## src/rtl/l1i_cache.sv

```systemverilog
`default_nettype none
// ============================================================================
//  l1i_cache : direct-mapped L1 instruction cache (16 lines x 4 words) with a
//              zero-latency hit path and a word-serial MMU refill engine.
//  Revision  : 1.0
// ============================================================================
module l1i_cache (
   input  logic        clk,
   input  logic        reset,
   input  logic        cpu_req,
   input  logic [31:0] cpu_addr,
   input  logic        invalidate,
   output logic        cpu_ready,
   output logic [31:0] cpu_data,
   output logic        mem_read_enable,
   output logic [31:0] mem_address,
   output logic [1:0]  mem_data_width,
   input  logic        mem_ready,
   input  logic [31:0] mem_data_out,
   output logic [15:0] hit_count,
   output logic [15:0] miss_count
);

   localparam logic [1:0]  MMU_WIDTH_WORD = 2'd2;
   localparam logic [15:0] CNT_MAX        = 16'hFFFF;

   typedef enum logic [1:0] {
      S_IDLE   = 2'b00,
      S_REFILL = 2'b01
   } state_t;

   state_t      state_q, state_d;
   logic [15:0] valid_q, valid_d;
   logic [23:0] tag_q, tag_d;
   logic [3:0]  index_q, index_d;
   logic [1:0]  cnt_q, cnt_d;
   logic        pend_q, pend_d;
   logic [15:0] hit_cnt_q, hit_cnt_d;
   logic [15:0] miss_cnt_q, miss_cnt_d;

   logic [31:0] data_ram [0:63];
   logic [23:0] tag_ram  [0:15];
   logic        data_we;
   logic        tag_we;

   logic [3:0]  lk_index;
   logic [23:0] lk_tag;
   logic [1:0]  lk_offset;
   logic        lookup_hit;
   logic        unused_addr_bits;

   assign lk_index         = cpu_addr[7:4];
   assign lk_tag           = cpu_addr[31:8];
   assign lk_offset        = cpu_addr[3:2];
   assign unused_addr_bits = &{1'b0, cpu_addr[1:0]};

   assign lookup_hit = (state_q == S_IDLE) && cpu_req && !invalidate &&
                       valid_q[lk_index] && (tag_ram[lk_index] == lk_tag);

   assign mem_data_width = MMU_WIDTH_WORD;
   assign hit_count      = hit_cnt_q;
   assign miss_count     = miss_cnt_q;

   always_comb begin
      state_d         = state_q;
      valid_d         = valid_q;
      tag_d           = tag_q;
      index_d         = index_q;
      cnt_d           = cnt_q;
      pend_d          = pend_q;
      hit_cnt_d       = hit_cnt_q;
      miss_cnt_d      = miss_cnt_q;
      data_we         = 1'b0;
      tag_we          = 1'b0;
      cpu_ready       = 1'b0;
      cpu_data        = 32'd0;
      mem_read_enable = 1'b0;
      mem_address     = 32'd0;

      case (state_q)
         S_IDLE: begin
            // invalidate outranks a simultaneous fetch: no lookup, no refill
            if (invalidate) begin
               valid_d = 16'd0;
            end else if (cpu_req) begin
               if (lookup_hit) begin
                  cpu_ready = 1'b1;
                  cpu_data  = data_ram[{lk_index, lk_offset}];
                  if (hit_cnt_q != CNT_MAX) hit_cnt_d = hit_cnt_q + 16'd1;
               end else begin
                  tag_d   = lk_tag;
                  index_d = lk_index;
                  cnt_d   = 2'd0;
                  pend_d  = 1'b0;
                  state_d = S_REFILL;
                  if (miss_cnt_q != CNT_MAX) miss_cnt_d = miss_cnt_q + 16'd1;
               end
            end
         end

         S_REFILL: begin
            mem_read_enable = 1'b1;
            mem_address     = {tag_q, index_q, cnt_q, 2'b00};
            if (invalidate) begin
               valid_d = 16'd0;
               pend_d  = 1'b1;
            end
            if (mem_ready) begin
               data_we = 1'b1;
               cnt_d   = cnt_q + 2'd1;
               if (cnt_q == 2'd3) begin
                  tag_we = 1'b1;
                  // a fence.i seen at any point of the refill leaves the line invalid
                  if (!pend_q && !invalidate) valid_d[index_q] = 1'b1;
                  pend_d  = 1'b0;
                  state_d = S_IDLE;
               end
            end
         end

         default: begin
            state_d = S_IDLE;
            cnt_d   = 2'd0;
            pend_d  = 1'b0;
         end
      endcase
   end

   always_ff @(posedge clk or posedge reset) begin
      if (reset) begin
         state_q    <= S_IDLE;
         valid_q    <= 16'd0;
         tag_q      <= 24'd0;
         index_q    <= 4'd0;
         cnt_q      <= 2'd0;
         pend_q     <= 1'b0;
         hit_cnt_q  <= 16'd0;
         miss_cnt_q <= 16'd0;
      end else begin
         state_q    <= state_d;
         valid_q    <= valid_d;
         tag_q      <= tag_d;
         index_q    <= index_d;
         cnt_q      <= cnt_d;
         pend_q     <= pend_d;
         hit_cnt_q  <= hit_cnt_d;
         miss_cnt_q <= miss_cnt_d;
      end
   end

   always_ff @(posedge clk) begin
      if (data_we) data_ram[{index_q, cnt_q}] <= mem_data_out;
      if (tag_we)  tag_ram[index_q]           <= tag_q;
   end

endmodule
`default_nettype wire

```

## config.mk

```make
export PLATFORM = sky130hd
export DESIGN_NAME = l1i_cache
export DESIGN_NICKNAME = d
export VERILOG_FILES = /design/src/rtl/l1i_cache.sv
export SDC_FILE = /design/constraint.sdc
export NUM_CORES = 2
export LEC_CHECK = 0
export CAP_MARGIN = 10
export CORE_ASPECT_RATIO = 0.8
export CORE_MARGIN = 2
export CORE_UTILIZATION = 30
export DETAILED_ROUTE_END_ITERATION = 8
export PLACE_DENSITY = 0.44
export SLEW_MARGIN = 20
export SYNTH_ARGS = -nofsm -noshare
export SYNTH_HDL_FRONTEND = slang
export SYNTH_SLANG_ARGS = --single-unit
```

## constraint.sdc

```tcl
create_clock -name clk -period 5.27 [get_ports clk]
set_input_delay 1.054 -clock clk [delete_from_list [all_inputs] [get_ports clk]]
set_output_delay 1.054 -clock clk [all_outputs]
set_load 0.005 [all_outputs]
```

== Word level (Yosys, flattened, before mapping) ==
Memory sizes are Yosys's and may differ from the RTL's.
Index checks and enable logic that the tools add are counted.
Operators by class
  add/sub/neg operators: 3
  multiply operators: 0
  div/mod/pow operators: 0
  order comparisons: 3
  eq/ne operators: 10
  shift operators: 0
  muxes and demuxes: 47
  bitwise operators: 3
  reduce and logical (&&, ||, !) cells: 16
Operators by type and width (count)
  $mux W32: 5
  $mux W16: 5
  $add A16 B1 Y16 const B: 2
  $ne A16 B16 Y1 const B: 2
  $pmux W16 S2: 1
  $eq A24 B24 Y1: 1
  $mux W1: 22
  $mux W2: 9
  $or A16 B16 Y16: 1
  $reduce_and A5 Y1: 3
  $lt A4 B5 Y1 const B: 2
  $ne A2 B2 Y1 const B: 5
  $pmux W2 S2: 2
  $reduce_and A4 Y1: 2
  $logic_and A1 B1 Y1: 6
  $bmux W1 S4: 1
  $demux W1 S4: 1
  $ge A4 B1 Y1 const B: 1
  $reduce_and A3 Y1: 1
  $add A2 B1 Y2 const B: 1
  $eq A2 B1 Y1 const B: 1
  $eq A2 B2 Y1 const B: 1
  $logic_not A1 Y1: 2
  $logic_not A2 Y1: 1
  other kinds (3): 4
Storage, ports and cells
  flip-flop bits (word level): 81
  latch bits: 0
  RAM bits: 2432
  bits in read-only memories: 0
  input port bits: 69
  output and inout port bits: 100
  word-level logic and storage cells: 92
  memories: 2
Memory list
  data_ram: words 64, width 32, rd ports 1, clocked after memory_dff 0, write ports 1, RTL line 41  | logic [31:0] data_ram [0:63];
  tag_ram: words 16, width 24, rd ports 1, clocked after memory_dff 0, write ports 1, RTL line 42  | logic [23:0] tag_ram [0:15];

== Logic depth before layout (Yosys ltp) ==
  word-level depth: 9
  mapped depth: 15
  depth with buffers taken out: 9

== Least setup slack after synthesis ==
No wires, ideal clock.
  path type: input to output
  start: in cpu_addr[4]
  end: out cpu_data[22]
  arrival time: 3.816 ns
  data required time: 4.216 ns
  path slack: 0.400 ns
  cell stages on the path: 11
  buffers on the path: 8
  path through: buf_6 > buf_6 > buf_6 > buf_6 > buf_4 > buf_2 > buf_2 > buf_2 > mux4_2 > mux4_2 > nor2b_1
Between the ends
  word-level cells in the longest chain between the ends: 8
  elaborated cells between the ends (all ways): 11
  classes of those cells: eq/ne: 1; mux: 6; reduce/logical: 2; memory: 2
Ends and longest elaborated chain
  from (decl): RTL line 11  | input logic [31:0] cpu_addr,
  parallel branches: the longest is 4 deep, another holds $mem_v2 Z16 W24
  $mux W32 *: RTL line 86  | if (lookup_hit) begin
  $mux W32 *: RTL line 85  | end else if (cpu_req) begin
  $mux W32 *: RTL line 83  | if (invalidate) begin
  $mux W32 *: RTL line 80  | case (state_q)
  to (decl): RTL line 14  | output logic [31:0] cpu_data,
Mark *: on every way between the ends. The select of a mux whose other input is x is not followed.

== Worst setup path in the final report ==
  start: in cpu_addr[4]
  end: out cpu_data[26]
The elaborated chain is that of the path after synthesis.

==> results.json <==
{
  "cts_made_buffers": 276,
  "grt_pass1_vias": 46689,
  "fmax_mhz": 189,
  "setup_viol": 2,
  "critPathTopFamily": "buffers and inverters",
  "dieArea_mm2": 0.327,
  "synth_top_flop_cell": "edfxtp_1",
  "grt_max_degree": 65,
  "hpwl_um": 161000,
  "fin_ws_ps": -18.6,
  "portBuffers": 162,
  "synth_edf_count": 2432,
  "syn_avg_cell_area_um2": 24.1,
  "p_leak_nw": 36.3,
  "fp.dieW_um": 639,
  "num_io_pins": 169,
  "die_h_um": 512,
  "synth.distinct_cells": 52,
  "crit_top_cell": "buf_12",
  "drive_above_1_share_pct": 34.3,
  "status": "complete, but fails checks",
  "clock_sinks": 2512,
  "crit_arrival_ps": 4230,
  "cts-hold-fix-buffers": 0,
  "filler_cell_count": 29258,
  "cts.clk_slew.worst_paths_ps": 60,
  "yosysWarnings": 0,
  "rows": 186,
  "vdd_drop_max_uv": 255,
  "final_common_cell": "edfxtp_1",
  "overflow": 0,
  "crit_path_max_fanout": 13,
  "setup_tns_ps": -29.0,
  "finalHoldViolCount": 0,
  "ant_nets": 0,
  "critPathKind": "primary input to output port",
  "maxSlewHeadroom_pct": 26.6,
  "core_mm2": 0.321,
  "finalPower_mw": 46.0,
  "placed_cells": 8498,
  "final_cell_mix": "edfxtp_1, mux4_2, clkbuf_16",
  "netlist_area_mm2": 0.0966,
  "ys_ff_latch": 2512,
  "syn_inst": 4011,
  "worstHoldPathType": "flop to flop",
  "crit_path_end_kind": "output port",
  "critical_path_required_ps": 4220,
  "cts_root_buf": "clkbuf_16",
  "clock_skew_ps": 47.3,
  "clk_latency_ps": 840,
  "path_cells": "buf_16 -> buf_12 -> buf_12 -> mux4_2 -> mux2i_1 -> mux2i_1 -> xor2_1 -> or4_1 -> nor4_4 -> nand3_4 -> buf_12 -> nor2b_1 -> clkdlybuf4s50_1",
  "via_per_inst": 5.02,
  "vias": 45216,
  "post-place-ws_ps": -293,
  "start_util_pct": 30.1,
  "regArea_mm2": 0.0750,
  "fin_crit_ps": 5290,
  "nets": 4637,
  "cp-start-kind": "primary input",
  "crit_buf_inv": 5,
  "drc": 0,
  "instances_no_fill": 9007,
  "rsz0062_at_grt": "yes",
  "synthArstFlopShare_pct": 3.18,
  "area_growth_pct": 19.6,
  "routed_wirelength_um": 276000,
  "htree_levels": 5,
  "place.gp.congestion": 0.740,
  "first_iter_violations": 4655,
  "cp_slowest_stage_delay_ps": 520,
  "cts_buffer_depth": 4,
  "cap_violations": 0,
  "grt_usage_pct": 16.7,
  "failed_checks": "negative setup slack",
  "post-route-util_pct": 36.0,
  "powerDensity_mw_per_mm2": 398,
  "synth_seq_area_share_pct": 77.6,
  "grt_pass1_wl_um": 384000,
  "tightest_slew_ps": 1100,
  "drtPass1Iterations": 7,
  "avgRoutedWirePerCell_um": 30.6,
  "cpMaxStageDelayCell": "clkdlybuf4s50_1",
  "antenna_found_initial": 26,
  "post-route-period-util_pct": 100,
  "finalMaxSlewViolations": 0,
  "cts_tree": "built",
  "multi_input_area_mm2": 0.0213
}
-- worst reg2reg max path, stage by stage (launching register included) --
cell	delay (ps)
edfxtp_1	360
mux4_2	480
mux4_2	490
xor2_1	160
or4_1	570
nor4_4	200
nand3_4	160
buf_4	200
buf_4	250
nand2_2	170
buf_12	230
mux2_2	410
-- cell usage after synthesis (all sizes together) (3+ instances only) --
library cell	instances	area, µm²
and2	37	231
or3	3	18.8
buf	54	324
mux4	762	17200
a211oi	4	30.0
o22ai	16	100
mux2	35	394
a21oi	5	25.0
nand2	30	113
xnor2	36	315
nor3	8	40.0
nand3b	3	22.5
nor4	7	50.1
a221oi	8	76.3
a22oi	10	75.1
nand4	20	125
dfrtp	80	2000
nor2	94	353
nor2b	39	244
nand3	14	75.1
xor2	24	210
edfxtp	2432	73000
ha	3	37.5
mux2i	59	591
and3	18	113
clkbuf	163	612
inv	23	86.3
-- report_power, final --
| group | leakage, nW | internal, mW | total (mW) | switching [mW] |
|---|---|---|---|---|
| Combinational | 9.26 | 1.57 | 3.81 | 2.24 |
| Clock | 4.18 | 10.8 | 18.6 | 7.84 |
| Sequential | 22.9 | 23.0 | 23.6 | 0.627 |
-- metrics by stage --
| step | hold slack (ps) | instance area (µm²) |
|---|---|---|
| floorplan | 477 | 96600 |
| detailed placement | 495 | 107000 |
| global route | 531 | 116000 |
| CTS | 504 | 115000 |
| global placement | 492 | 107000 |
| finish | 494 | 116000 |
-- sequential cells by signal, summed over array words and instances (netlist names) --
signal / count
tag_ram: 384
valid_q: 16
index_q: 4
state_q: 1
tag_q: 24
data_ram: 2048
hit_count: 16
miss_count: 16
pend_q: 1
cnt_q: 2
-- worst paths after layout --
check	startpoint	end	slack, ps	depth (start not counted)
setup / recovery	cpu_addr[4]	cpu_data[26]	-20	13
hold / removal	miss_count[10]	miss_count[10]	490	1
setup reg to reg	tag_ram[15][6]	tag_q[7]	1460	11
hold reg to reg	miss_count[10]	miss_count[10]	490	1
max in group asynchronous	reset	state_q[0]	3520	3
min in group asynchronous	reset	hit_count[9]	740	2
-- per-layer routing --
metal	global-route usage [%]	part of all wire (%)	vias up	routed length, µm
li1	-	-	18360	-
met1	24.6	46	25381	128000
met3	2.26	4.5	342	12300
met4	3.56	2.1	0	5830
met5	0	0	-	0
met2	26.4	47	1133	130000
-- cell families (layout without fill, tap and decap cells) --
family                   Yosys count  count (layout)  synth area share [%]
buffers and inverters            240            1003                  1.06
AND/OR/NAND/NOR                  282             282                  1.51
AO/OA/AOI/OAI                     56              56                 0.426
other                              2               5               0.00777
XOR/XNOR                          60              60                 0.544
flip-flops                      2512            2512                  77.6
adder cells (fa/ha/maj)            3               3                0.0388
multiplexers                     856             856                  18.8
-- cell type report --
class,instances,share of cell area [%]
well taps,4230,4.58
inverters,23,0.0790
clock buffers,352,6.46
multi-input cells,1261,18.4
clock inverters,137,0.944
diodes,1,0.00217
repair buffers,491,4.59
flip-flops and latches,2512,64.9
-- timing repair --
| action | in CTS | in global routing |
|---|---|---|
| endpoints found under the setup margin | 33 | 20 |
| gates resized for setup | 39 | 19 |
| pin swaps | 6 | 1 |
| cloned | 2 | 1 |
| setup buffers | 12 | 2 |
No activity file was read; power rests on OpenSTA's default activity.
